## src/rtl/fp_mult_param_pkg.sv

```systemverilog
// Shared types and field helpers for the parametrised FP multiplier.
package fp_mult_pkg;

  typedef enum logic [2:0] {
    IDLE,
    CHECK,
    MULT,
    NORM,
    ROUND,
    OUT
  } state_t;

  typedef enum logic {
    RNE = 1'b0,
    RTZ = 1'b1
  } rnd_mode_t;

  typedef struct packed {
    logic nv;
    logic of;
    logic uf;
    logic nx;
  } fp_flags_t;

  // Field extraction works on a zero-extended word so one helper serves any format.
  function automatic logic [63:0] exp_field(input logic [63:0] w, input int exp_w, input int man_w);
    return (w >> man_w) & ((64'd1 << exp_w) - 64'd1);
  endfunction

  function automatic logic [63:0] man_field(input logic [63:0] w, input int man_w);
    return w & ((64'd1 << man_w) - 64'd1);
  endfunction

  function automatic logic is_nan(input logic [63:0] w, input int exp_w, input int man_w);
    return (exp_field(w, exp_w, man_w) == ((64'd1 << exp_w) - 64'd1)) &&
           (man_field(w, man_w) != 64'd0);
  endfunction

  function automatic logic is_inf(input logic [63:0] w, input int exp_w, input int man_w);
    return (exp_field(w, exp_w, man_w) == ((64'd1 << exp_w) - 64'd1)) &&
           (man_field(w, man_w) == 64'd0);
  endfunction

  // Subnormals have a zero exponent field and are deliberately treated as zero.
  function automatic logic is_zero(input logic [63:0] w, input int exp_w, input int man_w);
    return exp_field(w, exp_w, man_w) == 64'd0;
  endfunction

endpackage

```

## src/rtl/fp_mult_param_if.sv

```systemverilog
// Operand/result handshake bundle for the FP multiplier.
interface fp_mult_param_if #(
  parameter int W = 32
);
  logic                  in_valid;
  logic                  in_ready;
  logic [W-1:0]          a;
  logic [W-1:0]          b;
  logic                  rnd_mode;
  logic                  out_valid;
  logic                  out_ready;
  logic [W-1:0]          result;
  fp_mult_pkg::fp_flags_t flags;

  modport master (
    output in_valid, a, b, rnd_mode, out_ready,
    input  in_ready, out_valid, result, flags
  );

  modport slave (
    input  in_valid, a, b, rnd_mode, out_ready,
    output in_ready, out_valid, result, flags
  );
endinterface

```

## src/rtl/fp_mult_param_round.sv

```systemverilog
// Rounding and overflow/underflow resolution for a normalised mantissa.
module fp_mult_round
  import fp_mult_pkg::*;
#(
  parameter int EXP_W = 8,
  parameter int MAN_W = 23
) (
  input  logic                    s,
  input  logic signed [EXP_W+1:0] e,
  input  logic [MAN_W-1:0]        man,
  input  logic                    g,
  input  logic                    st,
  input  rnd_mode_t               mode,
  output logic [EXP_W+MAN_W:0]    result,
  output fp_flags_t               flags
);

  localparam logic signed [EXP_W+1:0] E_MAX  = (EXP_W+2)'((1 << EXP_W) - 1);
  localparam logic signed [EXP_W+1:0] E_ZERO = '0;

  logic                    inc;
  logic                    carry;
  logic [MAN_W-1:0]        man_rnd;
  logic signed [EXP_W+1:0] e_rnd;

  // Apply the rounding increment, absorb a mantissa carry, then clamp the exponent range.
  always_comb begin
    result = '0;
    flags  = '0;
    inc    = (mode == RNE) && g && (st || man[0]);
    {carry, man_rnd} = {1'b0, man} + {{MAN_W{1'b0}}, inc};
    e_rnd    = e + {{(EXP_W+1){1'b0}}, carry};
    flags.nx = g | st;
    if (e_rnd >= E_MAX) begin
      flags.of = 1'b1;
      flags.nx = 1'b1;
      if (mode == RNE)
        result = {s, {EXP_W{1'b1}}, {MAN_W{1'b0}}};
      else
        result = {s, {(EXP_W-1){1'b1}}, 1'b0, {MAN_W{1'b1}}};
    end else if (e_rnd <= E_ZERO) begin
      flags.uf = 1'b1;
      flags.nx = 1'b1;
      result   = {s, {(EXP_W+MAN_W){1'b0}}};
    end else begin
      result = {s, e_rnd[EXP_W-1:0], man_rnd};
    end
  end

endmodule

```

## src/rtl/fp_mult_param.sv

```systemverilog
// Multi-cycle parametrised floating-point multiplier with valid/ready handshakes.
module fp_mult_param
  import fp_mult_pkg::*;
#(
  parameter int EXP_W = 8,
  parameter int MAN_W = 23
) (
  input logic          clk,
  input logic          reset,
  fp_mult_param_if.slave bus
);

  localparam int W    = 1 + EXP_W + MAN_W;
  localparam int BIAS = 2**(EXP_W-1) - 1;
  localparam int PW   = 2 * (MAN_W + 1);
  localparam int EW2  = EXP_W + 2;
  localparam logic [W-1:0] QNAN = {1'b0, {EXP_W{1'b1}}, 1'b1, {(MAN_W-1){1'b0}}};

  state_t                state, next_state;
  logic [W-1:0]          a_r, b_r, result_r, spec_result, rnd_result;
  rnd_mode_t             mode_r;
  fp_flags_t             flags_r, spec_flags, rnd_flags;
  logic [PW-1:0]         prod_r;
  logic signed [EW2-1:0] exp_r;
  logic                  sign_r, g_r, st_r, spec_hit;
  logic [MAN_W-1:0]      man_r;

  logic s_ab, nan_a, nan_b, snan_a, snan_b, inf_a, inf_b, zero_a, zero_b;

  assign s_ab   = a_r[W-1] ^ b_r[W-1];
  assign nan_a  = is_nan(64'(a_r), EXP_W, MAN_W);
  assign nan_b  = is_nan(64'(b_r), EXP_W, MAN_W);
  assign snan_a = nan_a && !a_r[MAN_W-1];
  assign snan_b = nan_b && !b_r[MAN_W-1];
  assign inf_a  = is_inf(64'(a_r), EXP_W, MAN_W);
  assign inf_b  = is_inf(64'(b_r), EXP_W, MAN_W);
  assign zero_a = is_zero(64'(a_r), EXP_W, MAN_W);
  assign zero_b = is_zero(64'(b_r), EXP_W, MAN_W);

  // Resolve special operands in priority order; anything else needs the full datapath.
  always_comb begin
    spec_hit    = 1'b1;
    spec_result = '0;
    spec_flags  = '0;
    if (nan_a || nan_b) begin
      spec_result   = QNAN;
      spec_flags.nv = snan_a || snan_b;
    end else if ((inf_a && zero_b) || (zero_a && inf_b)) begin
      spec_result   = QNAN;
      spec_flags.nv = 1'b1;
    end else if (inf_a || inf_b) begin
      spec_result = {s_ab, {EXP_W{1'b1}}, {MAN_W{1'b0}}};
    end else if (zero_a || zero_b) begin
      spec_result = {s_ab, {(W-1){1'b0}}};
    end else begin
      spec_hit = 1'b0;
    end
  end

  fp_mult_round #(.EXP_W(EXP_W), .MAN_W(MAN_W)) u_round (
    .s      (sign_r),
    .e      (exp_r),
    .man    (man_r),
    .g      (g_r),
    .st     (st_r),
    .mode   (mode_r),
    .result (rnd_result),
    .flags  (rnd_flags)
  );

  // State register; reset abandons any operation in flight.
  always_ff @(posedge clk) begin
    if (!reset) state <= IDLE;
    else        state <= next_state;
  end

  // Sequence through the pipeline steps, holding in OUT until the consumer takes the result.
  always_comb begin
    next_state = state;
    case (state)
      IDLE:    if (bus.in_valid) next_state = CHECK;
      CHECK:   next_state = spec_hit ? OUT : MULT;
      MULT:    next_state = NORM;
      NORM:    next_state = ROUND;
      ROUND:   next_state = OUT;
      OUT:     if (bus.out_ready) next_state = IDLE;
      default: next_state = IDLE;
    endcase
  end

  // Datapath registers advance one step per state.
  always_ff @(posedge clk) begin
    if (!reset) begin
      a_r      <= '0;
      b_r      <= '0;
      mode_r   <= RNE;
      result_r <= '0;
      flags_r  <= '0;
      prod_r   <= '0;
      exp_r    <= '0;
      sign_r   <= 1'b0;
      man_r    <= '0;
      g_r      <= 1'b0;
      st_r     <= 1'b0;
    end else begin
      case (state)
        IDLE: if (bus.in_valid) begin
          a_r     <= bus.a;
          b_r     <= bus.b;
          mode_r  <= rnd_mode_t'(bus.rnd_mode);
          flags_r <= '0;
        end
        CHECK: if (spec_hit) begin
          result_r <= spec_result;
          flags_r  <= spec_flags;
        end
        MULT: begin
          prod_r <= {1'b1, a_r[MAN_W-1:0]} * {1'b1, b_r[MAN_W-1:0]};
          exp_r  <= EW2'(a_r[W-2 -: EXP_W]) + EW2'(b_r[W-2 -: EXP_W]) - EW2'(BIAS);
          sign_r <= s_ab;
        end
        NORM: begin
          if (prod_r[PW-1]) begin
            man_r <= prod_r[PW-2 -: MAN_W];
            g_r   <= prod_r[MAN_W];
            st_r  <= |prod_r[MAN_W-1:0];
            exp_r <= exp_r + EW2'(1);
          end else begin
            man_r <= prod_r[PW-3 -: MAN_W];
            g_r   <= prod_r[MAN_W-1];
            st_r  <= |prod_r[MAN_W-2:0];
          end
        end
        ROUND: begin
          result_r <= rnd_result;
          flags_r  <= rnd_flags;
        end
        default: ;
      endcase
    end
  end

  assign bus.in_ready  = (state == IDLE);
  assign bus.out_valid = (state == OUT);
  assign bus.result    = result_r;
  assign bus.flags     = flags_r;

endmodule

```

## src/flat_wrapper.sv

```systemverilog
// flat-port wrapper written by rule: the top's interface ports become plain ports
module fp_mult_param_flat import fp_mult_pkg::*;
#(
  parameter int EXP_W = 8,
  parameter int MAN_W = 23
)
  (clk, reset, bus_in_valid, bus_a, bus_b, bus_rnd_mode, bus_out_ready, bus_in_ready, bus_out_valid, bus_result, bus_flags);
  fp_mult_param_if #(.W(32)) bus_i ();
  input logic clk;
  input logic reset;
  input wire logic [$bits(bus_i.in_valid)-1:0] bus_in_valid;
  input wire logic [$bits(bus_i.a)-1:0] bus_a;
  input wire logic [$bits(bus_i.b)-1:0] bus_b;
  input wire logic [$bits(bus_i.rnd_mode)-1:0] bus_rnd_mode;
  input wire logic [$bits(bus_i.out_ready)-1:0] bus_out_ready;
  output wire logic [$bits(bus_i.in_ready)-1:0] bus_in_ready;
  output wire logic [$bits(bus_i.out_valid)-1:0] bus_out_valid;
  output wire logic [$bits(bus_i.result)-1:0] bus_result;
  output wire logic [$bits(bus_i.flags)-1:0] bus_flags;
  assign bus_i.in_valid = bus_in_valid;
  assign bus_i.a = bus_a;
  assign bus_i.b = bus_b;
  assign bus_i.rnd_mode = bus_rnd_mode;
  assign bus_i.out_ready = bus_out_ready;
  assign bus_in_ready = bus_i.in_ready;
  assign bus_out_valid = bus_i.out_valid;
  assign bus_result = bus_i.result;
  assign bus_flags = bus_i.flags;
  fp_mult_param #(.EXP_W(EXP_W), .MAN_W(MAN_W)) u_core (.clk(clk), .reset(reset), .bus(bus_i));
endmodule
```

## config.mk

```make
export PLATFORM = sky130hd
export DESIGN_NAME = fp_mult_param_flat
export DESIGN_NICKNAME = d
export VERILOG_FILES = /design/src/rtl/fp_mult_param_pkg.sv /design/src/rtl/fp_mult_param_if.sv /design/src/rtl/fp_mult_param_round.sv /design/src/rtl/fp_mult_param.sv /design/src/flat_wrapper.sv
export SDC_FILE = /design/constraint.sdc
export NUM_CORES = 2
export LEC_CHECK = 0
export CORE_UTILIZATION = 40
export CTS_CLUSTER_DIAMETER = 120
export DETAILED_ROUTE_END_ITERATION = 8
export GPL_TIMING_DRIVEN = 0
export PLACE_DENSITY = 0.65
export SLEW_MARGIN = 5
export SYNTH_ARGS = -nofsm -noshare
export SYNTH_HDL_FRONTEND = slang
export SYNTH_SLANG_ARGS = --single-unit
```

## constraint.sdc

```tcl
create_clock -name clk -period 16.71 [get_ports clk]
set_input_delay 2.5065 -clock clk [delete_from_list [all_inputs] [get_ports clk]]
set_output_delay 2.5065 -clock clk [all_outputs]
set_load 0.01 [all_outputs]
```

After elaboration in Yosys (flattened, before gate mapping). Cells that the tools add are included.

Output and inout port bits: 38. Input bits: 69. Logic and storage cells: 103. Bits in registers: 188.

$add $sub $neg: 5. Bitwise gates (word level): 3. $mul: 1. Mux-type cells: 31. Eq/ne operators: 11. Magnitude comparators: 2. Reductions and logical operators: 35.

Operators with widths (number): logical NOT 64 bit (4); two-way mux 32 bit (5); nonzero test 64 bit (2); case mux 32 bit (2 select lines) (1); two-way mux 31 bit (2); multiplier 24 x 24 -> 48 bit (1); adder 23 x 1 -> 24 bit (1); two-way mux 24 bit (1); two-way mux 23 bit (1); OR reduction 23 bit (1); OR reduction 22 bit (1); case mux 10 bit (2 select lines) (1); case mux 3 bit (6 select lines) (1); equality test 8 bit (second input constant) (2); case mux 4 bit (3 select lines) (1); two-way mux 1 bit (11); adder 10 x 1 -> 10 bit (1); adder 10 x 2 -> 10 bit (second input constant) (1); greater-or-equal comparator 10 x 9 -> 1 bit (second input constant) (1); less-or-equal comparator 10 x 1 -> 1 bit (second input constant) (1); logical AND 1 bit (10); two-way mux 10 bit (1); subtractor 10 x 7 -> 10 bit (second input constant) (1); adder 8 x 8 -> 9 bit (1); 18 further kinds (35).

Longest topological paths before layout.
Word-level depth: 9. Depth in mapped cells: 26. Depth with buffers taken out: 24.

Modules after synthesis. Synthesis repeated with hierarchy kept, for this count alone.

Cells, all modules: 3233. Area total of the unflattened synthesis: 27536.4 um^2.

Modules (own cells, without submodules): fp_mult_param (cells an instance 3058, sequential area each 3763.6 um^2, area an instance 26296.5 um^2, times used 1); fp_mult_round (cells an instance 175, sequential area each 0.0 um^2, area an instance 1239.9 um^2, times used 1).

Worst setup path after synthesis. No wires, ideal clock.

Kind: register to register. Start: reg u_core.b_r[3]. End: reg u_core.prod_r[46]. Required time: 16.636 ns. Path buffers: 2. Data arrival time: 7.083 ns. Period minus slack after synthesis: 7.157 ns. Path slack: 9.553 ns. Stages on the path, launching flop included: 27. Path through: dfxtp_1 > clkbuf_1 > clkbuf_1 > nand2_1 > fa_1 > inv_1 > fa_1 > inv_1 > fa_1 > inv_1 > fa_1 > inv_1 > fa_1 > inv_1 > fa_1 > inv_1 > fa_1 > inv_1 > ha_1 > and4_4 > nand4_1 > or3_4 > a2111oi_4 > nor2_2 > o41a_1 > or4_1 > a31oi_1.

Word-level cells in the longest chain between the ends: 1.

Ends and longest elaborated chain: from (decl) (line fp_mult_param.sv:20) `logic [W-1:0] a_r, b_r, result_r, spec_result, rnd_result;`; from (signal assigned) (line fp_mult_param.sv:109) `b_r <= bus.b;`; multiplier 24 x 24 -> 48 bit (line fp_mult_param.sv:118) `prod_r <= {1'b1, a_r[MAN_W-1:0]} * {1'b1, b_r[MAN_W-1:0]};`; to (signal assigned) (line fp_mult_param.sv:118); to (decl) (line fp_mult_param.sv:23) `logic [PW-1:0] prod_r;`.

No other way between the ends. A chain may end at the register's enable or synchronous reset.

Final worst setup path.
Start: reg u_core.b_r[8]. End: reg u_core.prod_r[45].

The elaborated chain is that of the path after synthesis.

==> qor.txt <==
=======================================================================================
Detail-routed via count per cell                                                   5.39
VDD IR max                                                                  0.0000921 V
Highest-delay cell along the critical path                                    a2111oi_0
Die outline area                                                           0.0699 sq mm
Number of violations reported at the end of detailed-routing iteration 0           2012
Data arrival time of the critical path                                          9.12 ns
Max-cap violation count                                                               0
Fin. max-slew vios                                                                    0
Synth cell count leaders                                                   599 x inv_1, 486 x nand2_1, 483 x fa_1, 265 x and2_1, 188 x dfxtp_1
Number of flops mapped to enable cells by yosys                                       0
Placed Area                                                                0.0297 sq mm
Placeable Area                                                             0.0676 sq mm
Post-synth top flop                                                             dfxtp_1
R2R setup slack                                                                 7.91 ns
Total chip power                                                                2.84 mW
Syn avg cell area                                                            8.44 sq um
GR Overflow Total                                                                     0
# clock sinks                                                                       188
Vias in the first global route                                                    23970
Combinational Power Share                                                         63.2%
Number of gates resized after cts                                                     0
Clk slew on worst S/H paths                                                     0.08 ns
Net Sw Frac                                                                       52.7%
Net Sw Power                                                                    1.50 mW
# setup viols final                                                                   0
Synthesized instance count                                                         3263
Total negative slack for setup checks                                              0 ns
Part of the cycle the worst path needs                                            52.7%
Total via count in the routed design                                              23023
Power per Cell Area                                                        93.7 mW/mm^2
Required time of the critical path                                             17.03 ns
Die outline height                                                               264 um
Non-filler instance count after layout                                             4273
Fmax                                                                            114 MHz
Clock period minus worst slack                                                  8.80 ns
Initial standard-cell utilization of the core                                     40.7%
Area share of the largest cell type after synthesis                               35.1%
Number of buffers created by CTS                                                     17
Design Area, Final                                                         0.0303 sq mm
Worst setup SP type                                                                flop
Row Count                                                                            95
Clock share of power                                                              15.2%
Cell seen most often among critical-path stages                                    fa_1
Net count after synthesis                                                          4002
Hold buffers post-CTS                                                                 0
Floorplan die width                                                              264 um
Tightest slew margin relative to the limit                                        13.7%
Input/output buffers                                                                105
Overall global routing resource usage                                             26.0%
Setup repair after global routing missed its margin                                  no
Utilization after layout                                                          44.8%
Part of the Yosys area used for sequential elements                               13.7%
Ys async rst share                                                                   0%
Post-DR wirelength/cell                                                         20.5 um
Number of buffers inserted by post-CTS setup repair                                   0
Share of cells above drive strength 1                                             1.91%
Detailed-route DRC error count                                                        0
DRT Wirelength                                                                 87400 um
Maximum fanout encountered on the critical timing path                                9
Worst slack at placement                                                        8.07 ns
Synth top area cells                                                       fa_1 35%, dfxtp_1 14%, ha_1 8.5%, inv_1 8.2%, nand2_1 6.6%
First-pass GRT wire length                                                    138000 um
Internal power                                                                  1.34 mW
Largest stage delay, worst path                                                 0.95 ns
Number of top-level pins                                                            107
Clock skew                                                                    0.0138 ns
Actual slew at the worst max-slew pin                                           1.28 ns
Largest area contributor in the synthesized netlist                                fa_1
Synthesis-stage register bit count                                                  188
Worst Setup End Kind                                                               flop
Net count reported at finish                                                       4126
Path type of the worst min-delay path                                      flop to flop
Ant. Diodes                                                                           0
Final HPWL DP                                                                  70700 um
Cells along the critical path                                              clkinv_1 > nor2_1 > fa_1 > fa_1 > inv_1 > fa_1 > inv_1 > fa_1 > inv_1 > fa_1 > inv_1 > fa_1 > inv_1 > fa_1 > inv_1 > ha_1 > a21oi_1 > o21ai_0 > a31oi_1 > nor2_1 > a2111oi_0 > nor4_1 > o2111ai_1 > o311ai_0
Number of iterations in the first detailed-routing pass                               5
Number of warnings printed during yosys synthesis                                     0
Root cell of the clock tree                                                   clkbuf_16
Total placed cells including tap cells                                             4241
Leakage power of the design                                                     13.5 nW
Hold violation total from the final report                                            0
Sequential cell fraction of total power                                           21.6%
Worst setup slack after layout                                                  7.91 ns
Post-synth cell types                                                                74
# H-tree levels                                                                       4
Minimum hold slack                                                             0.455 ns
Longest Clk Path Bufs                                                                 2
Run status                                                                 complete, no violations
Number of antenna violations at the first check in global routing                     4
Classification of the worst setup path                                     flop to flop
Worst-Skew Late Latency                                                         0.46 ns
Area growth from synthesis to layout                                              10.0%
Routability congestion estimate                                                    1.00
Remaining antenna violation count                                                     0
Most repeated cell in the gate-level netlist after synthesis                      inv_1
Post-synthesis instance area                                               0.0275 sq mm
TritonCTS clock tree                                                               done
Maximum number of pins on one net before global-route repair                         18
=======================================================================================
metal layers:
metal	routed length, um	share of wire, %	GRT usage [%]
met1	36300	42	34.6
met2	39300	45	41.4
met3	7450	8.5	4.38
met4	4390	5.0	11.7
met5	0	0	0
cells by family after synthesis:
logic type | count (synthesis) | share of synthesized area (%)
xor+xnor | 67 | 2.13
buf+inv | 789 | 10.9
simple gates | 1098 | 19.0
flops | 188 | 13.7
fa+ha+maj | 670 | 43.6
compound gates | 425 | 9.71
mux | 26 | 0.950
state kept, by name (all words and copies together), names as in the netlist:
signal and flops:
u_core.a_r 32, u_core.b_r 32, u_core.bus.flags 4, u_core.bus.result 32, u_core.exp_r 10, u_core.g_r 1
u_core.man_r 23, u_core.mode_r 1, u_core.prod_r 48, u_core.sign_r 1, u_core.st_r 1, u_core.state 3
layout make-up:
cell class / instances / area, sq um
buffer: 186 / 728
clock buffer: 20 / 457
clock inverter: 12 / 154
fill: 6792 / 37300
inverter: 603 / 2260
multi-input combinational: 2286 / 20800
sequential: 188 / 3760
tap: 873 / 1090
timing repair buffer: 105 / 1050
power groups by stage:
| stage | registers (mW) | logic, mW | clock network, mW |
|---|---|---|---|
| finish | 0.613 | 1.80 | 0.431 |
| global placement | 0.617 | 1.75 | 0 |
| global route | 0.619 | 1.99 | 0.455 |
| detailed placement | 0.618 | 1.76 | 0 |
| floorplan | 0.570 | 1.14 | 0 |
| CTS | 0.608 | 1.78 | 0.440 |
critical path, delay by kind of cell, from the launching register on:
family | cells | cell delay (ns)
AND/OR/NAND/NOR | 3 | 0.64
flip-flops | 1 | 0.80
buffers and inverters | 7 | 1.08
adder cells (fa/ha/maj) | 8 | 3.98
AO/OA/AOI/OAI | 6 | 2.15
cells in the final DEF, fill, tap and decap left out, types with 6 or more instances in the layout:
cell	Yosys	layout
a211o_1	7	7
a211oi_1	37	37
a21o_1	24	24
a21oi_1	168	168
a22oi_1	24	24
a31o_2	9	9
a31oi_1	12	12
and2_1	265	265
and3_1	13	13
buf_1	7	7
clkbuf_1	169	170
clkbuf_16	0	17
clkdlybuf4s50_1	0	105
dfxtp_1	188	188
fa_1	483	483
ha_1	187	187
inv_1	599	599
mux2i_1	25	25
nand2_1	486	486
nand2b_1	6	6
nand3_1	51	51
nand4_1	36	36
nor2_1	145	145
nor3_1	26	26
nor4_1	23	23
o211ai_1	9	9
o21a_1	7	7
o21ai_0	67	67
o21bai_1	7	7
o22ai_1	8	8
or3_1	12	12
xnor2_1	40	40
xor2_1	27	27
final timing paths:
check / start / end / depth (start not counted)
setup / recovery: u_core.b_r[8]$_SDFFE_PN0P_ / u_core.prod_r[45]$_SDFFE_PN0P_ / 24
hold / removal: u_core.prod_r[21]$_SDFFE_PN0P_ / u_core.prod_r[21]$_SDFFE_PN0P_ / 2
setup reg to reg: u_core.b_r[8]$_SDFFE_PN0P_ / u_core.prod_r[45]$_SDFFE_PN0P_ / 24
hold reg to reg: u_core.prod_r[21]$_SDFFE_PN0P_ / u_core.prod_r[21]$_SDFFE_PN0P_ / 2
No activity file was read; power rests on OpenSTA's default activity.
